[config.mk]
export PLATFORM = sky130hd
export DESIGN_NAME = instr_fetch
export DESIGN_NICKNAME = d
export VERILOG_FILES = /design/src/rtl/fetch_pkg.sv /design/src/rtl/fetch_pc_reg.sv /design/src/rtl/instr_fetch.sv
export SDC_FILE = /design/constraint.sdc
export NUM_CORES = 1
export LEC_CHECK = 0
export ABC_AREA = 1
export CORE_ASPECT_RATIO = 2
export CORE_MARGIN = 5
export CORE_UTILIZATION = 47
export CTS_BUF_LIST = sky130_fd_sc_hd__clkbuf_8 sky130_fd_sc_hd__clkbuf_16
export DETAILED_ROUTE_END_ITERATION = 10
export PLACE_DENSITY = 0.83
export SLEW_MARGIN = 20
export SYNTH_ARGS = -nofsm -noshare
export SYNTH_HDL_FRONTEND = slang
export SYNTH_SLANG_ARGS = --single-unit
export TNS_END_PERCENT = 20
[constraint.sdc]
create_clock -name clk -period 2.94 [get_ports clk]
set_input_delay 0.294 -clock clk [delete_from_list [all_inputs] [get_ports clk]]
set_output_delay 0.294 -clock clk [all_outputs]
set_load 0.01 [all_outputs]
[src/rtl/fetch_pkg.sv]
// Shared types and constants for the instruction fetch sequencer.
//   fetch_state_e : fetch FSM state encoding (2 bits)
//   pc_sel_e      : PC register update select
//   RESET_PC_DEFAULT, NOP_INSTR : default reset PC and the "empty" instruction word
package fetch_pkg;

  localparam int unsigned ADDR_W_DEFAULT  = 16;
  localparam int unsigned INSTR_W_DEFAULT = 16;

  localparam logic [15:0] RESET_PC_DEFAULT = 16'h0000;
  localparam logic [15:0] NOP_INSTR        = 16'h0000;

  typedef enum logic [1:0] {
    S_REQ  = 2'd0,
    S_WAIT = 2'd1,
    S_HOLD = 2'd2
  } fetch_state_e;

  typedef enum logic [1:0] {
    PC_HOLD = 2'd0,
    PC_LOAD = 2'd1,
    PC_INC  = 2'd2
  } pc_sel_e;

endpackage

[src/rtl/fetch_pc_reg.sv]
// Program counter register with hold / load / increment select.
// Ports:
//   clk, reset   : clock, synchronous active-high reset (loads RESET_PC)
//   sel_i        : PC_HOLD keeps, PC_LOAD takes load_pc_i, PC_INC adds 1 (mod 2^ADDR_W)
//   load_pc_i    : value loaded on PC_LOAD
//   pc_o         : current PC
module fetch_pc_reg
  import fetch_pkg::*;
#(
  parameter int unsigned       ADDR_W   = ADDR_W_DEFAULT,
  parameter logic [ADDR_W-1:0] RESET_PC = '0
) (
  input  logic              clk,
  input  logic              reset,
  input  pc_sel_e           sel_i,
  input  logic [ADDR_W-1:0] load_pc_i,
  output logic [ADDR_W-1:0] pc_o
);

  logic [ADDR_W-1:0] pc_q;
  logic [ADDR_W-1:0] pc_d;

  // Next PC; the increment wraps naturally at the register width.
  always_comb begin
    pc_d = pc_q;
    case (sel_i)
      PC_LOAD: pc_d = load_pc_i;
      PC_INC:  pc_d = pc_q + ADDR_W'(1);
      default: pc_d = pc_q;
    endcase
  end

  always_ff @(posedge clk) begin
    if (reset) begin
      pc_q <= RESET_PC;
    end else begin
      pc_q <= pc_d;
    end
  end

  assign pc_o = pc_q;

endmodule

[src/rtl/instr_fetch.sv]
// Instruction fetch sequencer: issues one instruction-memory request at a
// time at the current PC, hands the returned word to decode under a
// valid/ready handshake, and honours branch/jump redirects by discarding
// any response still in flight.
// Ports:
//   clk, reset               : clock, synchronous active-high reset
//   imem_req, imem_addr      : request strobe and word address (from state and PC only)
//   imem_rvalid, imem_rdata  : memory response
//   id_valid, id_instr, id_pc: registered instruction/PC presented to decode
//   id_ready                 : decode accepts the presented instruction
//   redirect, redirect_pc    : taken branch/jump and its target
module instr_fetch
  import fetch_pkg::*;
#(
  parameter int unsigned       ADDR_W   = ADDR_W_DEFAULT,
  parameter int unsigned       INSTR_W  = INSTR_W_DEFAULT,
  parameter logic [ADDR_W-1:0] RESET_PC = ADDR_W'(RESET_PC_DEFAULT)
) (
  input  logic               clk,
  input  logic               reset,
  output logic               imem_req,
  output logic [ADDR_W-1:0]  imem_addr,
  input  logic               imem_rvalid,
  input  logic [INSTR_W-1:0] imem_rdata,
  output logic               id_valid,
  output logic [INSTR_W-1:0] id_instr,
  output logic [ADDR_W-1:0]  id_pc,
  input  logic               id_ready,
  input  logic               redirect,
  input  logic [ADDR_W-1:0]  redirect_pc
);

  fetch_state_e       state_q;
  logic               kill_q;
  logic               id_valid_q;
  logic [INSTR_W-1:0] id_instr_q;
  logic [ADDR_W-1:0]  id_pc_q;
  logic [ADDR_W-1:0]  pc_q;
  pc_sel_e            pc_sel;

  fetch_pc_reg #(
    .ADDR_W   (ADDR_W),
    .RESET_PC (RESET_PC)
  ) u_pc (
    .clk       (clk),
    .reset     (reset),
    .sel_i     (pc_sel),
    .load_pc_i (redirect_pc),
    .pc_o      (pc_q)
  );

  // PC update: a redirect always wins; the PC advances only when decode
  // takes the held instruction.
  always_comb begin
    pc_sel = PC_HOLD;
    case (state_q)
      S_REQ, S_WAIT: begin
        if (redirect) pc_sel = PC_LOAD;
      end
      S_HOLD: begin
        if (redirect)      pc_sel = PC_LOAD;
        else if (id_ready) pc_sel = PC_INC;
      end
      default: pc_sel = PC_HOLD;
    endcase
  end

  // Fetch FSM, kill flag and decode-side output registers.
  always_ff @(posedge clk) begin
    if (reset) begin
      state_q    <= S_REQ;
      kill_q     <= 1'b0;
      id_valid_q <= 1'b0;
      id_instr_q <= INSTR_W'(NOP_INSTR);
      id_pc_q    <= '0;
    end else begin
      case (state_q)
        S_REQ: begin
          state_q <= S_WAIT;
          // The request just issued targets the old PC; drop its response.
          if (redirect) kill_q <= 1'b1;
        end
        S_WAIT: begin
          if (imem_rvalid) begin
            if (!kill_q && !redirect) begin
              id_instr_q <= imem_rdata;
              id_pc_q    <= pc_q;
              id_valid_q <= 1'b1;
              state_q    <= S_HOLD;
            end else begin
              kill_q  <= 1'b0;
              state_q <= S_REQ;
            end
          end else if (redirect) begin
            kill_q <= 1'b1;
          end
        end
        S_HOLD: begin
          if (redirect || id_ready) begin
            id_valid_q <= 1'b0;
            state_q    <= S_REQ;
          end
        end
        default: begin
          state_q <= S_REQ;
        end
      endcase
    end
  end

  // Request is a pure function of state; reset only masks the strobe.
  assign imem_req  = (state_q == S_REQ) && !reset;
  assign imem_addr = pc_q;

  assign id_valid = id_valid_q;
  assign id_instr = id_instr_q;
  assign id_pc    = id_pc_q;

endmodule

; ---- Word level (Yosys, flattened, before mapping)
; Cells that the tools add are included.
[classes]
n_mux = 17
n_reduce_logical = 15
n_eq_ne = 8
n_addsub = 1
[ops]
columns = operator, n
row1 = one-hot mux 16 bit (2 select lines), 1
row2 = "adder 16 x 1 -> 16 bit, second input constant", 1
row3 = two-way mux 2 bit, 5
row4 = two-way mux 1 bit, 7
row5 = "!= test 2 bit, second input constant", 3
row6 = one-hot mux 2 bit (3 select lines), 1
row7 = nonzero test 2 bit, 3
row8 = "== test 2 x 1 -> 1 bit, second input constant", 2
row9 = "== test 2 bit, second input constant", 2
row10 = one-hot mux 1 bit (2 select lines), 2
row11 = one-hot mux 2 bit (2 select lines), 1
row12 = AND reduction 2 bit, 2
row13 = AND reduction 4 bit, 1
row14 = zero test 1 bit, 3
row15 = "!= test 3 bit, second input constant", 1
row16 = AND reduction 3 bit, 1
row17 = logical AND 1 bit, 2
row18 = zero test 2 bit, 1
row19 = OR reduction 2 bit, 1
row20 = logical OR 1 bit, 1
[word_totals]
out_inout_bits = 50
regBits = 52
input_bits = 37
word_cells = 47

; ---- Longest topological paths before layout
[depth]
ltp_word = 5
depth_mapped = 10

; ---- Cells and area by module
; Synthesis repeated with hierarchy kept, for this count alone.
[hier_totals]
hier_cells = 419
hier_area_um2 = 2803.9
[by_module_without_submodules]
columns = mod, cells_each, area_each_um2, n_inst
row1 = instr_fetch, 241, 1690.4, 1
row2 = fetch_pc_reg, 178, 1113.6, 1

; ---- Worst setup path before layout
; No wires, ideal clock.
[synth_timing]
path_kind = register to register
from = reg state_q[1]
to = reg u_pc.pc_q[0] (netlist: u_pc.pc_o[0])
required_ns = 2.825
slack_ns = 1.307
period_less_slack_ns = 1.633
path_buffers = 2
stages_incl_launch_ff = 10
t_arrival_ns = 1.518
setup_ns = 0.115
path_cell_list = dfxtp_1 inv_1 nor2_1 o21ai_0 ha_1 clkbuf_1 buf_2 a21oi_1 o21ai_0 inv_1
[synth_between]
elab_chain_cells = 5
elab_cells_between_ends = 9
cone_classes = eq/ne: 4 / mux: 2 / reduce/logical: 3
[synth_lines]
columns = element, line_no
row1 = from (decl), instr_fetch.sv:33  ; fetch_state_e state_q;
row2 = from (signal assigned), instr_fetch.sv:71  ; state_q <= S_REQ;
row3 = from (signal assigned), instr_fetch.sv:79  ; state_q <= S_WAIT;
row4 = from (signal assigned), instr_fetch.sv:89  ; state_q <= S_HOLD;
row5 = == test 2 x 1 -> 1 bit or zero test 2 bit (tied branches), instr_fetch.sv:56  ; case (state_q)
row6 = OR reduction 2 bit, instr_fetch.sv:56
row7 = one-hot mux 2 bit (2 select lines) *, instr_fetch.sv:56
row8 = == test 2 bit or == test 2 x 1 -> 1 bit (tied branches), fetch_pc_reg.sv:26  ; case (sel_i)
row9 = one-hot mux 16 bit (2 select lines) or nonzero test 2 bit (tied branches), --
row10 = to (signal assigned), fetch_pc_reg.sv:37  ; pc_q <= pc_d;
row11 = to (decl), fetch_pc_reg.sv:20  ; logic [ADDR_W-1:0] pc_q;
; Mark *: on every way between the ends. The rest lies on a longest branch, timed or not.
; A chain may end at the register's enable or synchronous reset.

; ---- Worst setup path in the final report
[layout_timing]
from = in reset
to = out imem_req
[layout_between]
elab_chain_cells = 2
[layout_lines]
columns = element, line_no
row1 = from (decl), instr_fetch.sv:20  ; input logic reset,
row2 = zero test 1 bit, instr_fetch.sv:112  ; assign imem_req = (state_q == S_REQ) && !reset;
row3 = logical AND 1 bit, instr_fetch.sv:112
row4 = to (decl), instr_fetch.sv:21  ; output logic imem_req,
; Every way passes these cells.

==> impl_metrics.prom <==
# TYPE chip_impl_metric gauge
chip_impl_metric{name="worst-r2r-cell-count",unit=""} 8
chip_impl_metric{name="detailroute.via_count",unit=""} 2455
chip_impl_metric{name="placement.setup.worst_slack",unit="ns"} 0.6240
chip_impl_metric{name="timing.max_slew.rel_slack",unit="%"} 38.40
chip_impl_metric{name="ir_worst_vdd",unit="µV"} 369.9
chip_impl_metric{name="drc",unit=""} 0
chip_impl_metric{name="fraction_of_synthesis_flops_using_an_asynchronous_set_or_reset_pin",unit="%"} 0
chip_impl_metric{name="die_x",unit="µm"} 59.95
chip_impl_metric{name="final_critical_path_setup_slack",unit="ns"} 0.9026
chip_impl_metric{name="reported_leakage_power",unit="µW"} 0.001244
chip_impl_metric{name="cts_repair_resize_count",unit=""} 0
chip_impl_metric{name="h_tree_depth",unit=""} 2
chip_impl_metric{name="io_buffers",unit=""} 86
chip_impl_metric{name="fin_skew",unit="ns"} 0.009840
chip_impl_metric{name="drive_above_1_share",unit="%"} 5.583
chip_impl_metric{name="cts_buffers",unit=""} 5
chip_impl_metric{name="number_of_nets_in_the_synthesized_netlist",unit=""} 370
chip_impl_metric{name="min_period_over_period",unit="%"} 69.30
chip_impl_metric{name="fin_worst_hold_slack",unit="ns"} 0.4867
chip_impl_metric{name="antenna_cells_inserted",unit=""} 0
chip_impl_metric{name="die_area",unit="mm²"} 0.006587
chip_impl_metric{name="regArea",unit="mm²"} 0.001041
chip_impl_metric{name="finalSetupViolations",unit=""} 0
chip_impl_metric{name="antenna_left",unit=""} 0
chip_impl_metric{name="yosysUniqueCellTypes",unit=""} 28
chip_impl_metric{name="post_cts.repair.setup_buffers",unit=""} 0
chip_impl_metric{name="grt_remaining_overflow",unit=""} 0
chip_impl_metric{name="row_count",unit=""} 36
chip_impl_info{name="synth_top_flop_cell",value="sky130_fd_sc_hd__dfxtp_1"} 1
chip_impl_info{name="worst_hold_startpoint",value="id_instr[14]"} 1
chip_impl_metric{name="vias_per_cell",unit=""} 5.235
chip_impl_info{name="holdCritPathClass",value="reg -> reg"} 1
chip_impl_info{name="tritoncts_clock_tree",value="yes"} 1
chip_impl_metric{name="clkTransAtPathRegs",unit="ns"} 0.09
chip_impl_metric{name="grt_pass1_wl",unit="µm"} 10100
chip_impl_metric{name="synthesis.area",unit="mm²"} 0.002345
chip_impl_info{name="timing_worst_setup_path_type",value="in -> out"} 1
chip_impl_metric{name="floorplan.io_pins",unit=""} 87
chip_impl_metric{name="clock_latency",unit="ns"} 0.31
chip_impl_metric{name="timing.hold.worst_path_depth",unit=""} 2
chip_impl_info{name="unrepaired_setup_endpoints_after_global_routing",value="false"} 1
chip_impl_metric{name="cp.arrival",unit="ns"} 1.74
chip_impl_metric{name="maxSlewViolCount",unit=""} 0
chip_impl_metric{name="grt_start_max_net_pins",unit=""} 44
chip_impl_metric{name="layout_area_overhead",unit="%"} 41.41
chip_impl_info{name="worstReg2RegStart",value="state_q[1]"} 1
chip_impl_metric{name="p_total",unit="µW"} 1547
chip_impl_info{name="timing.critical_path.from_type",value="primary input"} 1
chip_impl_metric{name="hold_buffers",unit=""} 0
chip_impl_metric{name="num_clock_sinks",unit=""} 52
chip_impl_metric{name="synth_enable_flop_cells",unit=""} 0
chip_impl_metric{name="ys_ff_latch",unit=""} 52
chip_impl_metric{name="sequential_fraction_of_the_synthesis_area",unit="%"} 44.40
chip_impl_metric{name="power_per_cell_area",unit="mW/mm²"} 466.6
chip_impl_metric{name="grt_util_met3",unit="%"} 3.643
chip_impl_metric{name="die_h",unit="µm"} 109.9
chip_impl_metric{name="filler_cell_count",unit=""} 422
chip_impl_info{name="hold_path_end",value="id_instr[14]"} 1
chip_impl_info{name="outcome",value="completed"} 1
chip_impl_metric{name="grt_antenna_before_repair",unit=""} 0
chip_impl_info{name="busiest_layer",value="met2"} 1
chip_impl_metric{name="timing_worst_slew_pin_value",unit="ns"} 0.9230
chip_impl_metric{name="floorplan.core_area",unit="mm²"} 0.004865
chip_impl_metric{name="combined_area_of_the_multi_input_logic_cells",unit="mm²"} 0.001110
chip_impl_metric{name="setup-tns-final",unit="ns"} 0
chip_impl_info{name="clock-root-buffer",value="sky130_fd_sc_hd__clkbuf_8"} 1
chip_impl_metric{name="layout.core_utilization",unit="%"} 68.16
chip_impl_metric{name="drt_iter0_drc",unit=""} 119
chip_impl_metric{name="postSynthCellCount",unit=""} 331
chip_impl_metric{name="highest_clock_rate",unit="MHz"} 490.8
chip_impl_metric{name="wl_per_cell",unit="µm"} 13.66
chip_impl_metric{name="count_of_synthesis_stage_warnings_from_yosys",unit=""} 0
chip_impl_metric{name="replace_congestion",unit=""} 0.9130
chip_impl_metric{name="maxCapViolations",unit=""} 0
chip_impl_metric{name="hpwl",unit="µm"} 4830
chip_impl_metric{name="final_hold_viol_count",unit=""} 0
chip_impl_info{name="worst_r2r_endpoint",value="u_pc.pc_o[2]"} 1
chip_impl_metric{name="detailedRoute.firstPassIterationCount",unit=""} 4
chip_impl_metric{name="grt_util_met1",unit="%"} 21.00
chip_impl_metric{name="gr-usage-all-layers",unit="%"} 20.01
chip_impl_metric{name="grt_use_met2",unit="%"} 34.67
chip_impl_metric{name="routed_wl",unit="µm"} 6405
chip_impl_metric{name="grt_pass1_vias",unit=""} 2281
chip_impl_metric{name="syn_avg_cell_area",unit="µm²"} 7.084
chip_impl_metric{name="cp.required",unit="ns"} 2.65
chip_impl_info{name="worstSetupEndpointType",value="primary output"} 1
chip_impl_metric{name="effective_utilization_at_floorplan",unit="%"} 48.20
chip_impl_metric{name="reg2reg_setup_slack",unit="ns"} 1.07
chip_impl_metric{name="final_nets",unit=""} 450
chip_impl_metric{name="clock_tree.buffer_depth",unit=""} 2
chip_impl_metric{name="timing.final.crit_period",unit="ns"} 2.037
chip_impl_metric{name="worstPathMaxFanout",unit=""} 11
==> worst max-delay path by stage <==
stage | start | endpoint | slack, ns | depth (start not counted)
after floorplan | state_q[1] | u_pc.pc_o[0] | 1.31 | 9
after global placement | redirect | id_pc[10] | 0.72 | 6
after detailed placement | redirect | id_pc[6] | 0.62 | 6
after CTS | reset | imem_req | 0.89 | 4
after global routing | redirect | id_pc[9] | 0.73 | 6
final | reset | imem_req | 0.90 | 4
==> where the power goes <==
part	switching (µW)	leakage, µW	internal (µW)
logic	115	0.000764	144
registers	38.4	0.000426	743
clock network	250	0.0000548	257
total	403	0.00124	1140
==> logic make-up after synthesis <==
kind of cell	share of synthesized area, %
buf+inv	8.271
simple gates	26.95
compound gates	18.20
flops	44.40
fa+ha+maj	1.067
xor+xnor	1.121
==> sequential cells by signal (all words and copies together), names as in the netlist <==
signal and flops:
id_instr 16, id_pc 16, u_pc.pc_o 16, state_q 2
id_valid 1, kill_q 1
==> Yosys cell counts (all sizes together), types with 3 or more instances <==
library cell	count	area share, %
nand2	50	8.4
dfxtp	52	44
inv	21	3.4
nand3	17	3.6
a21oi	32	7.0
clkbuf	6	0.96
nand4	3	0.80
buf	11	3.6
nor2	77	13
o21ai	46	9.8
==> metrics by stage <==
step	instances	instance area (µm²)
2_1_floorplan	331	2345
3_3_place_gp	461	3201
3_5_place_dp	461	3201
4_1_cts	469	3316
5_1_grt	469	3316
6_report	469	3316
==> layer usage <==
metal / up-vias / part of all wire [%]
met1: 1096 / 37
met3: 22 / 5.7
met2: 95 / 52
li1: 1242 / -
met4: 0 / 5.2
met5: - / 0
==> area by class of cell <==
| class | count | area share (%) |
|---|---|---|
| tap | 57 | 2.151 |
| clock buffer | 5 | 2.075 |
| timing repair buffer | 90 | 26.87 |
| sequential | 52 | 31.40 |
| clock inverter | 3 | 1.396 |
| multi-input combinational | 239 | 33.47 |
| inverter | 23 | 2.642 |
==> critical path: stages <==
cell                              delay [ns]
sky130_fd_sc_hd__clkdlybuf4s50_1        0.50
sky130_fd_sc_hd__buf_4                  0.23
sky130_fd_sc_hd__nor3_1                 0.16
sky130_fd_sc_hd__clkdlybuf4s50_1        0.57
==> placed cells by master (no fill, tap or decap), types with 3 or more instances in the layout <==
cell type | synthesis | routed
sky130_fd_sc_hd__clkdlybuf4s50_1 | 0 | 86
sky130_fd_sc_hd__nor2_1 | 74 | 74
sky130_fd_sc_hd__dfxtp_1 | 52 | 52
sky130_fd_sc_hd__nand2_1 | 46 | 46
sky130_fd_sc_hd__o21ai_0 | 43 | 43
sky130_fd_sc_hd__a21oi_1 | 31 | 31
sky130_fd_sc_hd__inv_1 | 21 | 21
sky130_fd_sc_hd__nand3_1 | 17 | 17
sky130_fd_sc_hd__clkbuf_8 | 0 | 5
sky130_fd_sc_hd__nand2_2 | 4 | 4
sky130_fd_sc_hd__buf_4 | 4 | 4
sky130_fd_sc_hd__o21ai_1 | 3 | 3
sky130_fd_sc_hd__nand4_1 | 3 | 3
Power figures use the tool's default switching activity.
